--- src/rtl/cc_gen.sv ---
// ---------------------------------------------------------------------------
// cc_gen
// Condition-code (NZP) generation for a five-stage LC-3 style pipeline.
// The block tracks the CC-writing instruction through the MEM and WB stages.
// It forwards the NZP value of a resolvable MEM-stage writer to the branch
// logic and holds the architectural NZP register.
//
// Ports
//   clk          : sole clock, all state changes on the rising edge
//   reset        : synchronous active-high reset, overrides stall and flush
//   stall        : holds the MEM and WB stage registers
//   flush        : squashes the EX instruction so it is not captured into MEM
//   ex_valid     : EX holds a real instruction
//   ex_load_cc   : EX instruction writes condition codes
//   ex_is_load   : CC source is memory read data rather than ex_result
//   ex_result    : ALU/LEA result from EX
//   mem_rdata    : data memory read data for the MEM-stage instruction
//   mem_resp     : mem_rdata is valid this cycle
//   cc           : architectural NZP register {n,z,p}
//   mem_nzp      : forwarded NZP of the MEM-stage CC writer, 000 if none
//   cc_busy      : a CC writer is in flight in MEM or WB
//   cc_updates   : wrapping count of architectural CC writes
// ---------------------------------------------------------------------------
module cc_gen (
    input  logic        clk,
    input  logic        reset,
    input  logic        stall,
    input  logic        flush,
    input  logic        ex_valid,
    input  logic        ex_load_cc,
    input  logic        ex_is_load,
    input  logic [15:0] ex_result,
    input  logic [15:0] mem_rdata,
    input  logic        mem_resp,
    output logic [2:0]  cc,
    output logic [2:0]  mem_nzp,
    output logic        cc_busy,
    output logic [15:0] cc_updates
);

    // MEM stage state
    logic        mem_v;
    logic        mem_ldcc;
    logic        mem_isload;
    logic [15:0] mem_result;

    // WB stage state
    logic        wb_v;
    logic        wb_ldcc;
    logic [2:0]  wb_nzp;

    logic        wb_writes_cc;

    // Exactly one of n, z, p is set for any 16-bit value.
    function automatic logic [2:0] nzp(input logic [15:0] d);
        nzp = {d[15], (d == 16'h0000), (!d[15] && (d != 16'h0000))};
    endfunction

    assign wb_writes_cc = wb_v && wb_ldcc;

    // MEM stage capture. flush only suppresses the valid bit, so a squashed
    // slot still carries harmless field values. During stall the slot holds,
    // which also makes flush ineffective while stalled.
    always_ff @(posedge clk) begin
        if (reset) begin
            mem_v      <= 1'b0;
            mem_ldcc   <= 1'b0;
            mem_isload <= 1'b0;
            mem_result <= 16'h0000;
        end else if (!stall) begin
            mem_v      <= ex_valid && !flush;
            mem_ldcc   <= ex_load_cc;
            mem_isload <= ex_is_load;
            mem_result <= ex_result;
        end
    end

    // WB stage capture. The NZP is resolved here so WB only needs three bits.
    // A load samples mem_rdata on the unstalled edge; the memory side keeps
    // the stall asserted until the read data is valid.
    always_ff @(posedge clk) begin
        if (reset) begin
            wb_v    <= 1'b0;
            wb_ldcc <= 1'b0;
            wb_nzp  <= 3'b000;
        end else if (!stall) begin
            wb_v    <= mem_v;
            wb_ldcc <= mem_ldcc;
            wb_nzp  <= mem_isload ? nzp(mem_rdata) : nzp(mem_result);
        end
    end

    // Architectural CC write. Rewriting the same value while stalled is
    // harmless, but the counter only advances on the edge where WB releases
    // the instruction, so each writer is counted once.
    always_ff @(posedge clk) begin
        if (reset) begin
            cc         <= 3'b010;
            cc_updates <= 16'h0000;
        end else begin
            if (wb_writes_cc) begin
                cc <= wb_nzp;
            end
            if (wb_writes_cc && !stall) begin
                cc_updates <= cc_updates + 16'd1;
            end
        end
    end

    // Forwarding path. A load is only forwardable once its read data has
    // arrived. Until then the branch logic must see 000 and wait on cc_busy.
    always_comb begin
        mem_nzp = 3'b000;
        if (mem_v && mem_ldcc) begin
            if (!mem_isload) begin
                mem_nzp = nzp(mem_result);
            end else if (mem_resp) begin
                mem_nzp = nzp(mem_rdata);
            end
        end
    end

    assign cc_busy = (mem_v && mem_ldcc) || wb_writes_cc;

endmodule

--- config.mk ---
export PLATFORM = sky130hd
export DESIGN_NAME = cc_gen
export DESIGN_NICKNAME = d
export VERILOG_FILES = /design/src/rtl/cc_gen.sv
export SDC_FILE = /design/constraint.sdc
export NUM_CORES = 1
export LEC_CHECK = 0
export ABC_AREA = 1
export BUFFER_PORTS_ARGS = -buffer_cell sky130_fd_sc_hd__clkbuf_2
export CAP_MARGIN = 20
export CORE_UTILIZATION = 55
export CTS_BUF_LIST = sky130_fd_sc_hd__clkbuf_4 sky130_fd_sc_hd__clkbuf_8
export DETAILED_ROUTE_END_ITERATION = 6
export GPL_ROUTABILITY_DRIVEN = 0
export GPL_TIMING_DRIVEN = 0
export PLACE_DENSITY = 0.85
export RECOVER_POWER = 100
export SYNTH_ARGS = -nofsm -noshare
export SYNTH_HDL_FRONTEND = slang
export SYNTH_SLANG_ARGS = --single-unit
--- constraint.sdc ---
create_clock -name clk -period 2.5 [get_ports clk]
set_input_delay 0.5 -clock clk [delete_from_list [all_inputs] [get_ports clk]]
set_output_delay 0.5 -clock clk [all_outputs]
set_load 0.005 [all_outputs]
# After elaboration in Yosys (flattened, before gate mapping)
# Index checks and enable logic that the tools add are counted.
[word_totals] register_bits=43 inputBits=40 output_inout_bits=23 elab_cells=29
[op_classes] addsub=1 muxes=4 n_reduce_logical=15
[ops] op="$logic_not 16->1" n=2
[ops] op="$reduce_bool 16->1" n=2
[ops] op="$add 16x1->16 const B" n=1
[ops] op="$mux 3" n=4
[ops] op="$logic_and 1x1->1" n=6
[ops] op="$logic_not 1->1" n=4
[ops] op="$logic_or 1x1->1" n=1

# Logic depth before layout (Yosys ltp)
[logic_depth] ltp_word=5 ltp_mapped=9 depth_no_buf=9

# Worst setup path before layout
# OpenSTA, ideal clock, no wires.
[synth_timing] kind="input to output" start="input port mem_rdata[15]" end="output port mem_nzp[1]" arrival_time_ps=1035 required_time_ps=2000 path_slack_ps=965 cell_stages=5 path_buffers=0 cell_sequence="nor2_1 nand2_1 nor2_1 nand4_1 a21oi_1"
[synth_between] elab_chain_len=4
[synth_rtl] item="from (decl)" line_no="33" text="input logic [15:0] mem_rdata,"
[synth_rtl] item="$logic_not 16->1" line_no="56" text="nzp = {d[15], (d == 16'h0000), (!d[15] && (d != 16'h0000))};"
[synth_rtl] item="$mux 3" line_no="117" text="end else if (mem_resp) begin"
[synth_rtl] item="$mux 3" line_no="115" text="if (!mem_isload) begin"
[synth_rtl] item="$mux 3" line_no="114" text="if (mem_v && mem_ldcc) begin"
[synth_rtl] item="to (decl)" line_no="36" text="output logic [2:0] mem_nzp,"
# Every way passes these cells.

# Worst setup path in the final report
[layout_timing] start="register wb_v" end="register cc_updates[15]"
[layout_between] elab_chain_len=2
[layout_rtl] item="from (decl)" line_no="48" text="logic wb_v;"
[layout_rtl] item="from (signal assigned)" line_no="87" text="wb_v <= mem_v;"
[layout_rtl] item="$logic_and 1x1->1" line_no="59" text="assign wb_writes_cc = wb_v && wb_ldcc;"
[layout_rtl] item="$logic_and 1x1->1" line_no="104" text="if (wb_writes_cc && !stall) begin"
[layout_rtl] item="to (signal assigned)" line_no="105" text="cc_updates <= cc_updates + 16'd1;"
[layout_rtl] item="to (decl)" line_no="38" text="output logic [15:0] cc_updates"
# Every way passes these cells.
# A chain may end at the register's enable or synchronous reset.

==> impl_summary.md <==
Routing
The total iterations of the first detailed-routing run is 5. The number of vias per cell is 4.86. For this block, the initial DRC count from the detailed router was 91. In the final routed layout, each cell accounts on average for 10.4 um. Wires add up to 4.24 mm. The DRC violation count after routing is 0.

Once detail routing completed, the nets flagged for antenna violations numbered 0. The routed layout has 1,973 vias.

Setup path
The worst endpoint required time is 2.79 ns. The largest fanout of any net on the critical path is 10. The critical path capture point type is a register. By startpoint and endpoint, the worst setup path is classified as reg -> reg. The type of element launching the critical path is a register. At the worst endpoint, the arrival time is 2.26 ns.

Clock tree
CTS placed an instance of clkbuf_4 at the clock tree root. The clock reaches the later pin of the worst-skew pair after 0.35 ns. The number of clock buffers added by TritonCTS is 5. TritonCTS built the clock tree. The number of buffers on the longest clock path is 2. The clock input transition at the sequential cells of the worst setup and hold paths is 0.12 ns. Once the clock tree was built, the setup fixing pass inserted 0 buffers. Buffers inserted to repair hold after CTS numbered 0. The H-tree was split into 2 levels. The number of sinks handled by clock tree synthesis is 43. The number of resized instances in the post-cts repair step is 0.

Floorplanning
The starting density of the core is 58.2%. The die covers 3800 sq um. The die is 61.7 um tall. The count of boundary I/O pins is 63. In this run the horizontal extent of the chip is 61.7 um. The floorplan core area is 3360 sq um. Row generation in the floorplan step produced 21 rows.

Synth
The count of yosys warnings during synthesis is 0. The distinct cell type count of the synthesized netlist is 26. The synthesized design contains 43 register bits. Synthesis handed over a netlist of 291 instances. The number of nets produced by synthesis is 332. The sequential fraction of the synthesis area is 44.0%.

The average cell area after synthesis is 6.73 sq um. In this run the cell area of the synthesized design comes to 1960 sq um.

Cells and area
Relative to the synthesized area, the layout overhead comes to 18.3%. The post-layout net count is 401. The number of diodes is 0. Cells with a size suffix above 1 make up 14.7% of the layout. The area of all placed cells without fillers is 2320 sq um. The final standard cell count with taps included and fillers excluded is 406.

Timing
The total count of hold-check failures in the final report is 0. The clock skew after layout is 0.00746 ns. Across all hold checks on the routed design, the worst slack comes to 0.369 ns.

The shortest period the worst path allows is 1.97 ns. The final worst-path cycle share is 78.9%. The final max-slew violation count is 0. Setup violations remaining at the end of the flow were counted as 0. The fmax is 507 MHz. Setup repair after global routing left no endpoint under its margin.

The slew at the pin with the worst max-slew slack is 0.771 ns. Measured against its own limit, the worst slew margin works out to 48.4%. Setup slack closes at 0.527 ns. The sum of negative setup slack is 0 ns.

Pwr
For this design the ratio of total power to cell area is 516 nW/um^2. The maximum vdd ir drop is 0.406 mV. The analysis attributes to cell leakage a power of 1.04 nW.

GRT
After global routing, the most crowded layer is met2. For this run the aggregate overflow at the end of global routing stands at 0. The global router's overall resource usage is 24.8%. The met3 track demand over resource is 7.77%. The largest net degree at the start of global routing is 13. The number of antenna violations at the first check in global routing came to 0. For met2 alone, demand over resource in global routing was 47.0%. The global-route wire length before repair is 6.87 mm. Global routing used 25.7% of the available met1 tracks. The via count of the first global-routing pass is 1,695.

Placement
Summing all placed instances gives a cell area of 2330 sq um. During placement, the flow inserted port buffers numbering 62. The detailed placer's ending HPWL is 3.25 mm. The pre-CTS setup slack is 0.706 ns. The cell total after placement is 399.

Run
The number of maximum-capacitance violations is 0.

Hold path
The min-delay analysis places its worst path in the category in -> reg.

Status
The flow ran to the end, and the final reports show no timing, DRC or antenna violations.
[stage by stage]
stage | total power, W | util (%)
floorplan | 0.000819 | -
global placement | 0.000872 | 69.2
detailed placement | 0.000876 | 69.2
CTS | 0.00121 | 70.8
global route | 0.00125 | 68.9
finish | 0.00119 | 68.9
[registers in the layout, summed over array words and instances, names as in the netlist]
signal / flops
cc_updates: 16
wb_nzp: 3
mem_result: 16
mem_ldcc: 1
mem_isload: 1
cc: 3
mem_v: 1
wb_v: 1
wb_ldcc: 1
[layer usage]
metal / share of wire (%) / vias to the layer above / wire length (um)
met5: 0 / - / 0
met4: 0.85 / 0 / 36
met1: 44 / 863 / 1850
met3: 4.8 / 4 / 203
li1: - / 1058 / -
met2: 51 / 48 / 2150
[report_power, final]
| part | switching, W | total [W] | internal (W) |
|---|---|---|---|
| registers | 0.0000154 | 0.000729 | 0.000713 |
| logic | 0.0000702 | 0.000125 | 0.0000549 |
| clock network | 0.000210 | 0.000341 | 0.000131 |
[critical path, stage by stage (launching register included)]
cell and delay, ns:
dfxtp_1 0.37, nand2_1 0.14, nor2_1 0.62, nand2_4 0.08, nor2_1 0.35, nand3_2 0.12
nand2_1 0.08, nand2_1 0.04, nor2_1 0.11
[cell type report]
class                      instances  area [sq um]
tap                               46          57.6
clock inverter                     1          5.00
sequential                        43           861
fill                             315          1050
buffer                             7          26.3
multi-input combinational        219           947
clock buffer                       6          51.3
timing repair buffer              62           287
inverter                          22          82.6
[cell usage after synthesis]
cell	instances	area, sq um
buf_2	1	5.00
a21oi_1	12	60.1
nor2_8	2	40.0
clkbuf_1	3	11.3
clkinv_1	1	3.75
nand4_1	3	18.8
nand3_1	14	70.1
nand3_2	2	20.0
nor3_1	2	10.0
nor2_1	96	360
inv_1	18	67.6
nand2_2	1	6.26
dfxtp_1	43	861
nand2_1	50	188
o211ai_1	1	7.51
a211oi_1	1	7.51
nor3b_1	1	7.51
inv_2	3	11.3
nand2_4	1	11.3
ha_1	1	12.5
o21ai_1	13	65.1
o21bai_1	1	7.51
buf_1	3	11.3
o21ai_0	16	80.1
a31oi_1	1	6.26
xor2_1	1	8.76
[worst paths after layout]
check / startpoint / end / slack, ns / cells after the start
max reg2reg: wb_v$_SDFFE_PP0N_ / cc_updates[15]$_SDFFE_PP0P_ / 0.53 / 8
min reg2reg: wb_nzp[1]$_SDFFE_PP0N_ / cc[1]$_SDFFE_PP1P_ / 0.47 / 2
min: ex_result[6] / mem_result[6]$_SDFFE_PP0N_ / 0.37 / 3
max: wb_v$_SDFFE_PP0N_ / cc_updates[15]$_SDFFE_PP0P_ / 0.53 / 8
[cell usage in the layout (no fill, tap or decap), drive strengths merged]
cell type  instances
nand2             52
o211ai             1
nor2              98
a21oi             12
nor3               2
dfxtp             43
inv               21
o21bai             1
buf                2
clkinv             2
a211oi             1
nor3b              1
o21ai             29
ha                 1
xor2               1
nand4              3
nand3             16
a31oi              1
clkbuf            73
[cell families (layout without fill, tap and decap cells)]
logic type               Yosys count  count (layout)  synth area share, %
AND/OR/NAND/NOR                  172             172                 37.4
AO/OA/AOI/OAI                     45              45                 11.9
flip-flops                        43              43                 44.0
buffers and inverters             29              98                 5.62
adder cells (fa/ha/maj)            1               1                0.639
XOR/XNOR                           1               1                0.447
Note: power is estimated with default switching activity, not from simulation.
